## config.mk

```make
export PLATFORM = sky130hd
export DESIGN_NAME = rsa_run_sequencer_flat
export DESIGN_NICKNAME = d
export VERILOG_FILES = /design/src/rtl/rsa_run_sequencer_if.sv /design/src/rtl/rsa_run_sequencer.sv /design/src/flat_wrapper.sv
export SDC_FILE = /design/constraint.sdc
export NUM_CORES = 1
export LEC_CHECK = 0
export ABC_AREA = 1
export CAP_MARGIN = 10
export CORE_UTILIZATION = 28
export DETAILED_ROUTE_END_ITERATION = 6
export SLEW_MARGIN = 20
export SYNTH_ARGS = -nofsm -noshare
export SYNTH_HDL_FRONTEND = slang
export SYNTH_SLANG_ARGS = --single-unit
```

## constraint.sdc

```tcl
create_clock -name clk -period 6 [get_ports clk]
set_clock_uncertainty 0.1 [all_clocks]
set_input_delay 0.6 -clock clk [delete_from_list [all_inputs] [get_ports clk]]
set_output_delay 0.6 -clock clk [all_outputs]
set_load 0.05 [all_outputs]
```

## src/rtl/rsa_run_sequencer_if.sv

```systemverilog
`default_nettype none
// ============================================================================
// Module      : rsa_run_sequencer_if
// Description : Core handshake, data-memory read port and gpio pixel stream
//               shared between the run sequencer (master) and the core,
//               memory and board side (slave).
// Revision    : 1.0 - initial release
// ============================================================================
interface rsa_run_sequencer_if #(
   parameter int ADDR_W = 18
) ();
   logic              core_start;
   logic              core_sel;
   logic [3:0]        core_sector;
   logic              core_done;
   logic              mem_rd_en;
   logic [ADDR_W-1:0] mem_addr;
   logic [7:0]        mem_rdata;
   logic [7:0]        gpio;
   logic              gpio_valid;

   modport master (
      output core_start, core_sel, core_sector,
      output mem_rd_en, mem_addr,
      output gpio, gpio_valid,
      input  core_done, mem_rdata
   );

   modport slave (
      input  core_start, core_sel, core_sector,
      input  mem_rd_en, mem_addr,
      input  gpio, gpio_valid,
      output core_done, mem_rdata
   );
endinterface
`default_nettype wire

```

## src/rtl/rsa_run_sequencer.sv

```systemverilog
`default_nettype none
// ============================================================================
// Module      : rsa_run_sequencer
// Description : Run controller for the ASIP image-processing system. Dumps
//               the input image onto gpio after reset, arms the core on a
//               start edge, waits for its done flag (with timeout) and then
//               dumps the result region onto gpio.
//               Optional macro RSA_SEQ_CHECKSUM_EN adds a 16-bit wrap-around
//               sum of the result bytes on the checksum output.
// Revision    : 1.0 - initial release
// ============================================================================
module rsa_run_sequencer #(
   parameter int ADDR_W       = 18,
   parameter int IN_PIXELS    = 160000,
   parameter int OUT_BASE     = 160000,
   parameter int OUT_PIXELS_A = 40000,
   parameter int OUT_PIXELS_B = 88804,
   parameter int RD_LAT       = 1,
   parameter int TIMEOUT      = 2**24
) (
   input  logic                clk,
   input  logic                rst,            // active-low, asynchronous
   input  logic                start,
   input  logic                selected,
   input  logic [3:0]          sector_select,
   rsa_run_sequencer_if.master bus,
   output logic                busy,
   output logic                error,
   output logic [15:0]         checksum
);

   // The RUN timeout may exceed the address range, so it gets its own width.
   localparam int                c_to_w       = (TIMEOUT > 1) ? $clog2(TIMEOUT) : 1;
   localparam logic [c_to_w-1:0] c_to_last    = c_to_w'(TIMEOUT - 1);
   localparam logic [ADDR_W-1:0] c_in_last    = ADDR_W'(IN_PIXELS - 1);
   localparam logic [ADDR_W-1:0] c_outa_last  = ADDR_W'(OUT_PIXELS_A - 1);
   localparam logic [ADDR_W-1:0] c_outb_last  = ADDR_W'(OUT_PIXELS_B - 1);
   localparam logic [ADDR_W-1:0] c_out_base   = ADDR_W'(OUT_BASE);
   localparam logic [ADDR_W-1:0] c_drain_last = ADDR_W'(RD_LAT - 1);

   typedef enum logic [2:0] {
      ST_BOOT     = 3'd0,   // reset value: DUMP_IN pending
      ST_DUMP_IN  = 3'd1,
      ST_DRAIN    = 3'd2,
      ST_IDLE     = 3'd3,
      ST_ARM      = 3'd4,
      ST_RUN      = 3'd5,
      ST_DUMP_OUT = 3'd6,
      ST_DONE     = 3'd7
   } state_t;

   state_t              r_state, w_state_n;
   logic [ADDR_W-1:0]   r_cnt, w_cnt_n;
   logic [c_to_w-1:0]   r_timer, w_timer_n;
   logic                r_ret_done, w_ret_done_n;
   logic                r_error, w_error_n;
   logic                r_start_q, r_done_q;
   logic                w_start_edge, w_done_edge;
   logic                w_accept;
   logic                r_core_sel;
   logic [3:0]          r_core_sector;
   logic                w_core_start;
   logic                w_rd_en;
   logic [ADDR_W-1:0]   w_addr;
   logic [ADDR_W-1:0]   w_out_last;
   logic                w_pipe_valid;
   logic [7:0]          w_gpio;
   logic [7:0]          r_gpio_hold;

`ifdef RSA_SEQ_CHECKSUM_EN
   // Read pipeline carries {result-dump flag, valid}.
   localparam int c_pw = 2;
   logic          w_rd_out;
   logic          w_pipe_out;
   logic [15:0]   r_checksum;
`else
   localparam int c_pw = 1;
`endif

   logic [c_pw-1:0] w_stage_in, w_stage_out;

   assign w_start_edge = start & ~r_start_q;
   assign w_done_edge  = bus.core_done & ~r_done_q;
   assign w_out_last   = r_core_sel ? c_outb_last : c_outa_last;

   // Register start and core_done once for rising-edge detection.
   always_ff @(posedge clk or negedge rst) begin
      if (!rst) begin
         r_start_q <= 1'b0;
         r_done_q  <= 1'b0;
      end else begin
         r_start_q <= start;
         r_done_q  <= bus.core_done;
      end
   end

   // FSM state register.
   always_ff @(posedge clk or negedge rst) begin
      if (!rst) begin
         r_state <= ST_BOOT;
      end else begin
         r_state <= w_state_n;
      end
   end

   // Next-state, counter updates and per-state outputs.
   always_comb begin
      w_state_n    = r_state;
      w_cnt_n      = r_cnt;
      w_timer_n    = r_timer;
      w_ret_done_n = r_ret_done;
      w_error_n    = r_error;
      w_accept     = 1'b0;
      w_core_start = 1'b0;
      w_rd_en      = 1'b0;
      w_addr       = '0;
      case (r_state)
         ST_BOOT: begin
            w_state_n = ST_DUMP_IN;
            w_cnt_n   = '0;
         end
         ST_DUMP_IN: begin
            w_rd_en = 1'b1;
            w_addr  = r_cnt;
            if (r_cnt == c_in_last) begin
               w_state_n    = ST_DRAIN;
               w_cnt_n      = '0;
               w_ret_done_n = 1'b0;
            end else begin
               w_cnt_n = r_cnt + 1'b1;
            end
         end
         ST_DRAIN: begin
            // Reads already issued are still in flight for RD_LAT cycles.
            if (r_cnt == c_drain_last) begin
               w_state_n = r_ret_done ? ST_DONE : ST_IDLE;
               w_cnt_n   = '0;
            end else begin
               w_cnt_n = r_cnt + 1'b1;
            end
         end
         ST_IDLE: begin
            if (w_start_edge) begin
               w_accept  = 1'b1;
               w_error_n = 1'b0;
               w_state_n = ST_ARM;
            end
         end
         ST_ARM: begin
            w_core_start = 1'b1;
            w_timer_n    = '0;
            w_state_n    = ST_RUN;
         end
         ST_RUN: begin
            // A done edge takes priority over a simultaneous timeout.
            if (w_done_edge) begin
               w_state_n = ST_DUMP_OUT;
               w_cnt_n   = '0;
            end else if (r_timer == c_to_last) begin
               w_error_n = 1'b1;
               w_state_n = ST_IDLE;
            end else begin
               w_timer_n = r_timer + 1'b1;
            end
         end
         ST_DUMP_OUT: begin
            w_rd_en = 1'b1;
            w_addr  = c_out_base + r_cnt;
            if (r_cnt == w_out_last) begin
               w_state_n    = ST_DRAIN;
               w_cnt_n      = '0;
               w_ret_done_n = 1'b1;
            end else begin
               w_cnt_n = r_cnt + 1'b1;
            end
         end
         ST_DONE: begin
            w_state_n = ST_IDLE;
         end
         default: begin
            w_state_n = ST_BOOT;
         end
      endcase
   end

   // Counters, sticky error and run configuration latched on an accepted start.
   always_ff @(posedge clk or negedge rst) begin
      if (!rst) begin
         r_cnt         <= '0;
         r_timer       <= '0;
         r_ret_done    <= 1'b0;
         r_error       <= 1'b0;
         r_core_sel    <= 1'b0;
         r_core_sector <= 4'h0;
      end else begin
         r_cnt      <= w_cnt_n;
         r_timer    <= w_timer_n;
         r_ret_done <= w_ret_done_n;
         r_error    <= w_error_n;
         if (w_accept) begin
            r_core_sel    <= selected;
            r_core_sector <= sector_select;
         end
      end
   end

`ifdef RSA_SEQ_CHECKSUM_EN
   assign w_rd_out   = (r_state == ST_DUMP_OUT);
   assign w_stage_in = {w_rd_out, w_rd_en};
   assign w_pipe_out = w_stage_out[1];
`else
   assign w_stage_in = w_rd_en;
`endif
   assign w_pipe_valid = w_stage_out[0];

   // Valid (and dump-kind) delay line matching the memory read latency.
   generate
      if (RD_LAT <= 1) begin : g_lat1
         logic [c_pw-1:0] r_p0;
         // Single-stage read pipeline.
         always_ff @(posedge clk or negedge rst) begin
            if (!rst) begin
               r_p0 <= '0;
            end else begin
               r_p0 <= w_stage_in;
            end
         end
         assign w_stage_out = r_p0;
      end else begin : g_lat2
         logic [c_pw-1:0] r_p0, r_p1;
         // Two-stage read pipeline.
         always_ff @(posedge clk or negedge rst) begin
            if (!rst) begin
               r_p0 <= '0;
               r_p1 <= '0;
            end else begin
               r_p0 <= w_stage_in;
               r_p1 <= r_p0;
            end
         end
         assign w_stage_out = r_p1;
      end
   endgenerate

   // gpio shows read data while valid and holds the last pixel otherwise.
   assign w_gpio = w_pipe_valid ? bus.mem_rdata : r_gpio_hold;

   // Hold register for the last streamed pixel.
   always_ff @(posedge clk or negedge rst) begin
      if (!rst) begin
         r_gpio_hold <= 8'h00;
      end else begin
         r_gpio_hold <= w_gpio;
      end
   end

`ifdef RSA_SEQ_CHECKSUM_EN
   // Wrap-around sum of result bytes; restarted by each accepted start.
   always_ff @(posedge clk or negedge rst) begin
      if (!rst) begin
         r_checksum <= 16'h0000;
      end else if (w_accept) begin
         r_checksum <= 16'h0000;
      end else if (w_pipe_valid && w_pipe_out) begin
         r_checksum <= r_checksum + {8'h00, w_gpio};
      end
   end
   assign checksum = r_checksum;
`else
   assign checksum = 16'h0000;
`endif

   assign bus.core_start  = w_core_start;
   assign bus.core_sel    = r_core_sel;
   assign bus.core_sector = r_core_sector;
   assign bus.mem_rd_en   = w_rd_en;
   assign bus.mem_addr    = w_addr;
   assign bus.gpio        = w_gpio;
   assign bus.gpio_valid  = w_pipe_valid;
   assign busy            = (r_state != ST_IDLE) && (r_state != ST_BOOT);
   assign error           = r_error;

endmodule
`default_nettype wire

```

## src/flat_wrapper.sv

```systemverilog
// flat-port wrapper written by rule: the top's interface ports become plain ports
module rsa_run_sequencer_flat 
#(
   parameter int ADDR_W       = 18,
   parameter int IN_PIXELS    = 160000,
   parameter int OUT_BASE     = 160000,
   parameter int OUT_PIXELS_A = 40000,
   parameter int OUT_PIXELS_B = 88804,
   parameter int RD_LAT       = 1,
   parameter int TIMEOUT      = 2**24
)
  (clk, rst, start, selected, sector_select, busy, error, checksum, bus_core_start, bus_core_sel, bus_core_sector, bus_mem_rd_en, bus_mem_addr, bus_gpio, bus_gpio_valid, bus_core_done, bus_mem_rdata);
  rsa_run_sequencer_if #(.ADDR_W(ADDR_W)) bus_i ();
  input  logic clk;
  input  logic rst;
  input  logic start;
  input  logic selected;
  input  logic [3:0] sector_select;
  output logic busy;
  output logic error;
  output logic [15:0] checksum;
  output wire logic [$bits(bus_i.core_start)-1:0] bus_core_start;
  output wire logic [$bits(bus_i.core_sel)-1:0] bus_core_sel;
  output wire logic [$bits(bus_i.core_sector)-1:0] bus_core_sector;
  output wire logic [$bits(bus_i.mem_rd_en)-1:0] bus_mem_rd_en;
  output wire logic [$bits(bus_i.mem_addr)-1:0] bus_mem_addr;
  output wire logic [$bits(bus_i.gpio)-1:0] bus_gpio;
  output wire logic [$bits(bus_i.gpio_valid)-1:0] bus_gpio_valid;
  input wire logic [$bits(bus_i.core_done)-1:0] bus_core_done;
  input wire logic [$bits(bus_i.mem_rdata)-1:0] bus_mem_rdata;
  assign bus_core_start = bus_i.core_start;
  assign bus_core_sel = bus_i.core_sel;
  assign bus_core_sector = bus_i.core_sector;
  assign bus_mem_rd_en = bus_i.mem_rd_en;
  assign bus_mem_addr = bus_i.mem_addr;
  assign bus_gpio = bus_i.gpio;
  assign bus_gpio_valid = bus_i.gpio_valid;
  assign bus_i.core_done = bus_core_done;
  assign bus_i.mem_rdata = bus_mem_rdata;
  rsa_run_sequencer #(.ADDR_W(ADDR_W), .IN_PIXELS(IN_PIXELS), .OUT_BASE(OUT_BASE), .OUT_PIXELS_A(OUT_PIXELS_A), .OUT_PIXELS_B(OUT_PIXELS_B), .RD_LAT(RD_LAT), .TIMEOUT(TIMEOUT)) u_core (.clk(clk), .rst(rst), .start(start), .selected(selected), .sector_select(sector_select), .bus(bus_i), .busy(busy), .error(error), .checksum(checksum));
endmodule
```

==> results of run 1 <==
metrics by stage:
stage / area, um2 / total power [mW]
floorplan: 4410 / 0.483
global placement: 4930 / 0.501
detailed placement: 4930 / 0.502
CTS: 5240 / 1.05
global route: 5240 / 1.08
finish: 5240 / 1.03
power by group:
| group | total [mW] | internal [mW] | leakage (nW) | switching, mW |
|---|---|---|---|---|
| combinational | 0.0632 | 0.0165 | 1.54 | 0.0466 |
| clock | 0.541 | 0.356 | 0.149 | 0.185 |
| sequential | 0.430 | 0.429 | 0.793 | 0.00101 |
| total | 1.03 | 0.801 | 2.48 | 0.233 |
area by class of cell:
| cell class | instances | area (um2) | area share [%] |
|---|---|---|---|
| clock inverter | 2 | 37.5 | 0.716 |
| timing repair buffer | 53 | 523 | 9.97 |
| clock buffer | 14 | 274 | 5.23 |
| tap | 188 | 235 | 4.49 |
| inverter | 82 | 308 | 5.87 |
| multi-input combinational | 437 | 2290 | 43.7 |
| sequential | 63 | 1580 | 30.1 |
metal layers:
layer | vias to the layer above | wire length (um) | track usage, %
li1 | 1999 | - | -
met1 | 1841 | 5490 | 19.8
met2 | 95 | 5170 | 24.7
met3 | 21 | 466 | 3.46
met4 | 0 | 181 | 5.25
met5 | - | 0 | 0
path summary, 6_finish.rpt:
kind | from | end | slack [ps] | cells after the start
max reg2reg | u_core.r_state[1]$_DFFE_PN0P_ | u_core.r_cnt[16]$_DFFE_PN0P_ | 3460 | 13
min | rst | u_core.r_timer[10]$_DFFE_PN0P_ | 360 | 2
max | u_core.r_state[1]$_DFFE_PN0P_ | bus_mem_addr[15] | 2380 | 7
min reg2reg | u_core.bus.core_sector[3]$_DFFE_PN0P_ | u_core.bus.core_sector[3]$_DFFE_PN0P_ | 380 | 2
min in group clk | u_core.bus.core_sector[3]$_DFFE_PN0P_ | u_core.bus.core_sector[3]$_DFFE_PN0P_ | 380 | 2
max in group asynchronous | rst | u_core.r_gpio_hold[3]$_DFF_PN0_ | 4900 | 2
critical path, delay by kind of cell, from the launching register on:
family | cells | cell delay, ps
buffers and inverters | 4 | 1300
AND/OR/NAND/NOR | 1 | 270
flip-flops | 1 | 430
adder cells (fa/ha/maj) | 1 | 240
AO/OA/AOI/OAI | 1 | 340
cells in the mapped netlist, types with 2 or more instances:
cell,instances,area share (%)
inv_2,10,0.86
a21oi_2,2,0.40
nor3_1,14,1.6
nand2_4,5,1.3
nand4_1,21,3.0
o21ai_0,24,2.8
o22ai_1,4,0.57
a21oi_1,16,1.8
nand3b_1,5,0.86
a31oi_1,3,0.43
dfrtp_1,63,36
inv_1,72,6.2
buf_2,3,0.34
o21ai_2,6,1.2
nor4_1,2,0.29
nor2_1,66,5.7
o21ai_1,4,0.46
nor2_4,4,1.0
xor2_1,14,2.8
buf_6,4,1.0
ha_1,10,2.9
o31ai_1,5,0.86
buf_4,22,3.8
nand2_1,146,13
mux2_2,8,2.1
nand2_2,4,0.57
nand3_1,47,5.4
clkbuf_1,4,0.34
sequential cells by signal, summed over array words and instances (netlist names):
| signal | flops |
|---|---|
| u_core.r_gpio_hold | 8 |
| u_core.r_timer | 24 |
| u_core.r_state | 3 |
| u_core.bus.core_sector | 4 |
| u_core.r_ret_done | 1 |
| u_core.r_done_q | 1 |
| u_core.r_cnt | 18 |
| u_core.bus.gpio_valid | 1 |
| u_core.bus.core_sel | 1 |
| u_core.r_start_q | 1 |
| u_core.error | 1 |
cell families (layout without fill, tap and decap cells):
| family | count (synthesis) | count (layout) | synth area share (%) |
|---|---|---|---|
| simple gates | 318 | 318 | 33.6 |
| buf+inv | 115 | 151 | 12.6 |
| compound gates | 70 | 70 | 9.65 |
| flops | 63 | 63 | 36.2 |
| xor+xnor | 15 | 15 | 3.01 |
| fa+ha+maj | 10 | 10 | 2.87 |
| mux | 8 | 8 | 2.07 |
| other cells | 1 | 16 | 0.0861 |
==> reports/summary.txt, run 1 <==
status - complete, no violations
TNS Setup - 0 ps
max cap viols - 0
final WL - 11300 um
most used cell, CP - inv_1
final RePlAce weighted congestion - 0.884
vias - 3956
remaining antenna violation count after routing - 0
critical path class - reg2out
share of cells above drive strength 1 - 9.06%
Synth Register Bits - 63
Warnings, synthesis - 0
HP Class - in2async
largest net degree at the start of global routing - 64
Placed Cells - 823
# diodes - 0
Post CTS Setup Buffer Count - 0
Die X - 127 um
Worst slew margin - 44.5%
CP Cell Sequence - inv_1 > ha_1 > inv_1 > nor2_1 > inv_1 > a311oi_1 > clkdlybuf4s50_1
PnR worst setup slack - 2380 ps
grt total ovfl - 0
CTS tree - built
# hold bufs at CTS - 0
CTS Sinks - 63
port buffer count - 52
most frequent cells in the layout - nand2_1, inv_1, nor2_1, dfrtp_1, clkdlybuf4s50_1
die footprint - 16100 um2
gr usage total - 15.2%
vias in the first global route - 3893
Hold WS - 358 ps
nets@finish - 673
Worst Setup Start Kind - register
leakage - 2.48 nW
fmax - 276 MHz
worst slew pin tran - 833 ps
DRC - 0
Layout area overhead - 20.3%
clock root buffer master - clkbuf_16
critical path peak fanout - 11
DIE HEIGHT - 127 um
Max stage delay on crit path - 850 ps
setup violators final - 0
pwr dens - 197 nW/um2
number of flops mapped to enable cells by yosys - 0
average wire per standard cell - 13.5 um
DRT iter0 DRCs - 301
commonest non-fill, non-tap cell in the layout - nand2_1
Initial Utilization - 28.7%
most used flip-flop cell after synthesis - dfrtp_1
crit path DAT - 2920 ps
synthesized area per cell - 7.26 um2
# fillers - 1606
post-detail-place hpwl - 8250 um
clock tree buffer depth - 2
CTS clk-pin slew, worst paths - 50 ps
crit end category - primary output
post-layout min period - 3620 ps
period utilization - 60.3%
Top Ports - 69
Final Hold Vio Count - 0
1st-pass router iterations - 4
cell row count - 45
first-pass GRT wire length - 19400 um
synthesized area - 4360 um2
maximum vdd drop - 0.120 mV
Async S/R FF share, synth - 100%
fin. max-slew vios - 0
Mapped Cells - 600
Via density - 4.72
initial antenna violation count - 0
unique cell type count in the Yosys netlist - 40
worst skew pair latency - 330 ps
RSZ-0062 raised after global routing - no
Post-Layout Cell Count - 839
dpl ws - 2760 ps
Critical Path RT - 5300 ps
core outline area - 15200 um2
sequential area share after synthesis - 36.2%
Resized cells post-CTS - 0
TritonCTS Buffers - 9
Slowest-stage cell, CP - clkdlybuf4s50_1
H-tree levels - 3
Layout Utilization - 34.5%
Power figures use the tool's default switching activity.
==> run 2, diff against run 1 <==
==> constraint.sdc (replaced) <==
create_clock -name clk -period 3.1 [get_ports clk]
set_clock_uncertainty 0.1 [all_clocks]
set_input_delay 0.31 -clock clk [delete_from_list [all_inputs] [get_ports clk]]
set_output_delay 0.31 -clock clk [all_outputs]
set_load 0.05 [all_outputs]
==> run 2 against run 1 <==
  * Die area did not move
  * Final cell count rose by 0.36%
  * First-iteration DRC count shrank 30%
  * Hold slack worse by 11 ps
  * Sequential power grew 93%
  * Critical path depth unchanged
  * Largest cell class unchanged
  * Critical path type unchanged
  * Highest routed layer unchanged
  * Largest power group unchanged
  * Critical endpoint unchanged
==> reports/summary.txt, run 2 (synthesized netlist as in run 1, its figures left out) <==
grt total ovfl - 0
Initial Utilization - 28.7%
Layout area overhead - 21.7%
vias in the first global route - 3835
# diodes - 0
final WL - 11300 um
period utilization - 90.2%
die footprint - 16100 um2
worst slew pin tran - 706 ps
initial antenna violation count - 0
Die X - 127 um
Top reg by flops - u_core.r_timer
nets@finish - 676
post-route cell area - 5300 um2
Worst slew margin - 52.6%
RSZ-0062 raised after global routing - no
Worst Setup Start Kind - register
most frequent cells in the layout - nand2_1, inv_1, nor2_1, dfrtp_1, nand3_1
remaining antenna violation count after routing - 0
HP Class - in2reg
post-detail-place hpwl - 8290 um
CTS tree - built
critical path class - reg2out
Via density - 4.72
gr usage total - 14.8%
max reg flops - 24
setup violators final - 0
H-tree levels - 3
Critical Path RT - 2690 ps
post-layout min period - 2800 ps
Post CTS Setup Buffer Count - 0
final RePlAce weighted congestion - 0.888
Post-Layout Cell Count - 842
Storage cell area - 1580 um2
# fillers - 1614
clock tree buffer depth - 2
commonest non-fill, non-tap cell in the layout - nand2_1
DIE HEIGHT - 127 um
cell row count - 45
Placed Cells - 825
1st-pass router iterations - 5
critical path peak fanout - 11
TritonCTS Buffers - 9
first-pass GRT wire length - 19000 um
fin. max-slew vios - 0
CTS clk-pin slew, worst paths - 60 ps
CTS Sinks - 63
clock root buffer master - clkbuf_16
status - complete, no violations
Top Ports - 69
Final Hold Vio Count - 0
TNS Setup - 0 ps
leakage - 2.65 nW
pwr dens - 378 nW/um2
share of cells above drive strength 1 - 11.2%
largest net degree at the start of global routing - 64
average wire per standard cell - 13.5 um
Post-DP Area - 4950 um2
crit end category - primary output
maximum vdd drop - 0.231 mV
DRC - 0
core outline area - 15200 um2
crit path DAT - 2390 ps
fmax - 358 MHz
port buffer count - 52
vias - 3977
Largest regs - u_core.r_timer x24, u_core.r_cnt x18, u_core.r_gpio_hold x8
max cap viols - 0
DRT iter0 DRCs - 210
area of the multi-input gates - 2300 um2
worst skew pair latency - 330 ps
==> run 2: cell types whose count changed in the layout (fill, tap and decap cells not counted), sizes merged <==
cell | previous run | this run
inv | 82 | 83
clkdlybuf4s50 | 51 | 32
clkbuf | 14 | 10
dlygate4sd3 | 0 | 1
clkinv | 0 | 2
clkinvlp | 1 | 2
dlymetal6s2s | 0 | 10
buf | 2 | 13
==> run 2: cell type report <==
cell class	instances	share of cell area, %
multi-input combinational	437	43.4
sequential	63	29.7
timing repair buffer	56	10.9
inverter	82	5.80
clock buffer	10	4.51
tap	188	4.44
clock inverter	6	1.27
==> run 2: layer usage <==
metal | wire, um | track usage [%] | share of wire, % | up-vias
li1 | - | - | - | 2008
met1 | 5570 | 20.4 | 49 | 1841
met2 | 5070 | 22.8 | 45 | 109
met3 | 494 | 3.21 | 4.4 | 19
met4 | 202 | 4.90 | 1.8 | 0
met5 | 0 | 0 | 0 | -
==> run 2: worst paths after layout <==
path                                                       start                               endpoint  cells past startpoint  slack [ps]
hold / removal                                             start             u_core.r_start_q$_DFF_PN0_                      1         350
min in group asynchronous                                    rst         u_core.r_timer[13]$_DFFE_PN0P_                      3         430
max in group asynchronous                                    rst        u_core.r_gpio_hold[4]$_DFF_PN0_                      3        2190
hold reg to reg            u_core.bus.core_sector[0]$_DFFE_PN0P_  u_core.bus.core_sector[0]$_DFFE_PN0P_                      2         380
setup reg to reg                   u_core.r_state[1]$_DFFE_PN0P_           u_core.r_cnt[10]$_DFFE_PN0P_                     10         760
setup / recovery                   u_core.r_state[1]$_DFFE_PN0P_                       bus_mem_addr[15]                      7         300
==> run 2: through the flow <==
stage,hold slack (ps),power [mW],utilization [%],setup slack (ps)
final,347,2.00,34.9,303
after global routing,361,2.07,34.9,116
after CTS,337,2.04,34.7,63.1
after detailed placement,263,0.973,32.6,365
after global placement,264,0.973,32.6,425
after floorplan,-85.6,0.935,-,44.5
==> run 2: where the power goes <==
group | switching, mW | internal (mW) | total [mW]
logic | 0.0906 | 0.0347 | 0.125
registers | 0.00195 | 0.830 | 0.832
clock network | 0.399 | 0.647 | 1.05
total | 0.492 | 1.51 | 2.00
==> run 2: critical path, stage by stage (launching register included) <==
cell and delay [ps]:
dfrtp_1 440, inv_1 130, ha_1 250, inv_1 80, nor2_1 320, inv_1 270, a311oi_2 390, buf_12 180
==> run 2: timing repair <==
item,CTS,global route
pin swaps,0,0
resized for setup,1,11
endpoints found under the setup margin,1,11
hold buffers,1,0
hold endpoints to repair,63,0
==> run 3, diff against run 2 <==
--- a/config.mk
+++ b/config.mk
@@ -9,6 +9,7 @@
 export CAP_MARGIN = 10
 export CORE_UTILIZATION = 28
 export DETAILED_ROUTE_END_ITERATION = 6
+export SETUP_SLACK_MARGIN = 0.5
 export SLEW_MARGIN = 20
 export SYNTH_ARGS = -nofsm -noshare
 export SYNTH_HDL_FRONTEND = slang
==> run 3 against run 2 <==
  * Setup slack improved by 320 ps
  * Critical endpoint unchanged
  * First-iteration DRC count rose by 25%
  * Critical path depth rose by 1
  * Clock-buffer cell count rose by 1
==> reports/summary.txt, run 3 (synthesized netlist as in run 1, its figures left out) <==
DRC - 0
post-layout min period - 2470 ps
Layout Utilization - 34.7%
HP Class - in2reg
fin. max-slew vios - 0
Top Ports - 69
DIE HEIGHT - 127 um
post-detail-place hpwl - 8470 um
Largest regs - u_core.r_timer x24, u_core.r_cnt x18, u_core.r_gpio_hold x8
H-tree levels - 3
Sw Pwr - 0.478 mW
crit path DAT - 2060 ps
Final Hold Vio Count - 0
clock root buffer master - clkbuf_16
vias in the first global route - 3761
largest net degree at the start of global routing - 26
Hold WS - 346 ps
critical path peak fanout - 10
Worst Setup Start Kind - register
initial antenna violation count - 0
Via density - 4.67
share of cells above drive strength 1 - 14.2%
Pint - 1.51 mW
max cap viols - 0
total power - 1.99 mW
max reg flops - 24
Logic pwr share - 6.3%
Top reg by flops - u_core.r_timer
pwr dens - 377 nW/um2
CTS clk-pin slew, worst paths - 50 ps
RSZ-0062 raised after global routing - yes
Critical Path RT - 2690 ps
critical path class - reg2out
final RePlAce weighted congestion - 0.898
nets@finish - 678
DRT iter0 DRCs - 262
Switching Fraction - 24.1%
crit end category - primary output
Worst slew margin - 50.9%
worst skew pair latency - 330 ps
Layout area overhead - 21.0%
die footprint - 16100 um2
status - complete, no violations
setup violators final - 0
# diodes - 0
fmax - 404 MHz
final WL - 11200 um
Initial Utilization - 28.7%
clock share of power - 51.8%
maximum vdd drop - 0.273 mV
TNS Setup - 0 ps
grt total ovfl - 0
vias - 3939
Worst Hold Depth - 1
1st-pass router iterations - 5
leakage - 2.54 nW
first-pass GRT wire length - 19000 um
gr usage total - 14.9%
CTS Sinks - 63
TritonCTS Buffers - 9
average wire per standard cell - 13.3 um
most frequent cells in the layout - nand2_1, inv_1, nor2_1, dfrtp_1, nand3_1
commonest non-fill, non-tap cell in the layout - nand2_1
CTS tree - built
clock tree buffer depth - 2
Die X - 127 um
period utilization - 79.8%
core outline area - 15200 um2
port buffer count - 52
worst r2r path cells - 10
cell row count - 45
Seq pwr share - 41.9%
worst slew pin tran - 731 ps
remaining antenna violation count after routing - 0
run 3: changes by cell type in the layout (fill, tap and decap cells not counted), sizes merged:
cell,before,now
buf,13,19
clkbuf,10,12
clkdlybuf4s15,0,5
clkdlybuf4s50,32,30
clkinvlp,2,1
dlygate4sd2,0,1
dlymetal6s2s,10,1
run 3: final timing paths:
| kind | from | slack (ps) | to |
|---|---|---|---|
| hold / removal | start | 350 | u_core.r_start_q$_DFF_PN0_ |
| max in group asynchronous | rst | 1690 | u_core.r_cnt[8]$_DFFE_PN0P_ |
| setup reg to reg | u_core.r_state[1]$_DFFE_PN0P_ | 830 | u_core.r_timer[19]$_DFFE_PN0P_ |
| hold reg to reg | u_core.bus.core_sector[1]$_DFFE_PN0P_ | 380 | u_core.bus.core_sector[1]$_DFFE_PN0P_ |
| min in group asynchronous | rst | 440 | u_core.r_timer[11]$_DFFE_PN0P_ |
| setup / recovery | u_core.r_state[1]$_DFFE_PN0P_ | 630 | bus_mem_addr[15] |
run 3: final cells by class:
| type | count | area, um2 |
|---|---|---|
| Multi-Input combinational cell | 437 | 2320 |
| Inverter | 82 | 310 |
| Fill cell | 1632 | 9930 |
| Tap cell | 188 | 235 |
| Sequential cell | 63 | 1580 |
| Clock buffer | 11 | 243 |
| Timing Repair Buffer | 58 | 527 |
| Clock inverter | 5 | 56.3 |
run 3: metal layers:
| metal | GRT usage, % | part of all wire (%) | vias up |
|---|---|---|---|
| li1 | - | - | 2012 |
| met1 | 20.1 | 49 | 1806 |
| met2 | 23.3 | 45 | 106 |
| met3 | 3.58 | 4.7 | 15 |
| met4 | 5.04 | 1.7 | 0 |
| met5 | 0 | 0 | - |
run 3: through the flow:
| step | instances | setup slack, ps | instance area (um2) |
|---|---|---|---|
| global route | 844 | 484 | 5270 |
| CTS | 844 | 503 | 5270 |
| floorplan | 615 | 267 | 4420 |
| detailed placement | 827 | 413 | 4950 |
| global placement | 827 | 477 | 4950 |
| finish | 844 | 626 | 5270 |
run 3: power groups by stage:
stage / registers, mW / clock network, mW / logic (mW)
global placement: 0.846 / 0 / 0.126
floorplan: 0.849 / 0 / 0.0860
CTS: 0.832 / 1.06 / 0.127
global route: 0.832 / 1.09 / 0.134
detailed placement: 0.847 / 0 / 0.126
finish: 0.832 / 1.03 / 0.125
run 3: timing repair:
item                       in CTS  in global routing
setup endpoints to repair      18                 20
hold endpoints to repair       23                  0
setup buffers                   0                  0
resized for setup              31                 24
cloned                          0                  0
hold buffers                    1                  0
run 3: worst max-delay path, stage by stage (launching register included):
cell,delay (ps)
dfrtp_1,430
inv_1,110
ha_1,250
inv_1,110
nor2_4,150
nor2_2,40
buf_4,170
a311oi_2,270
buf_6,200
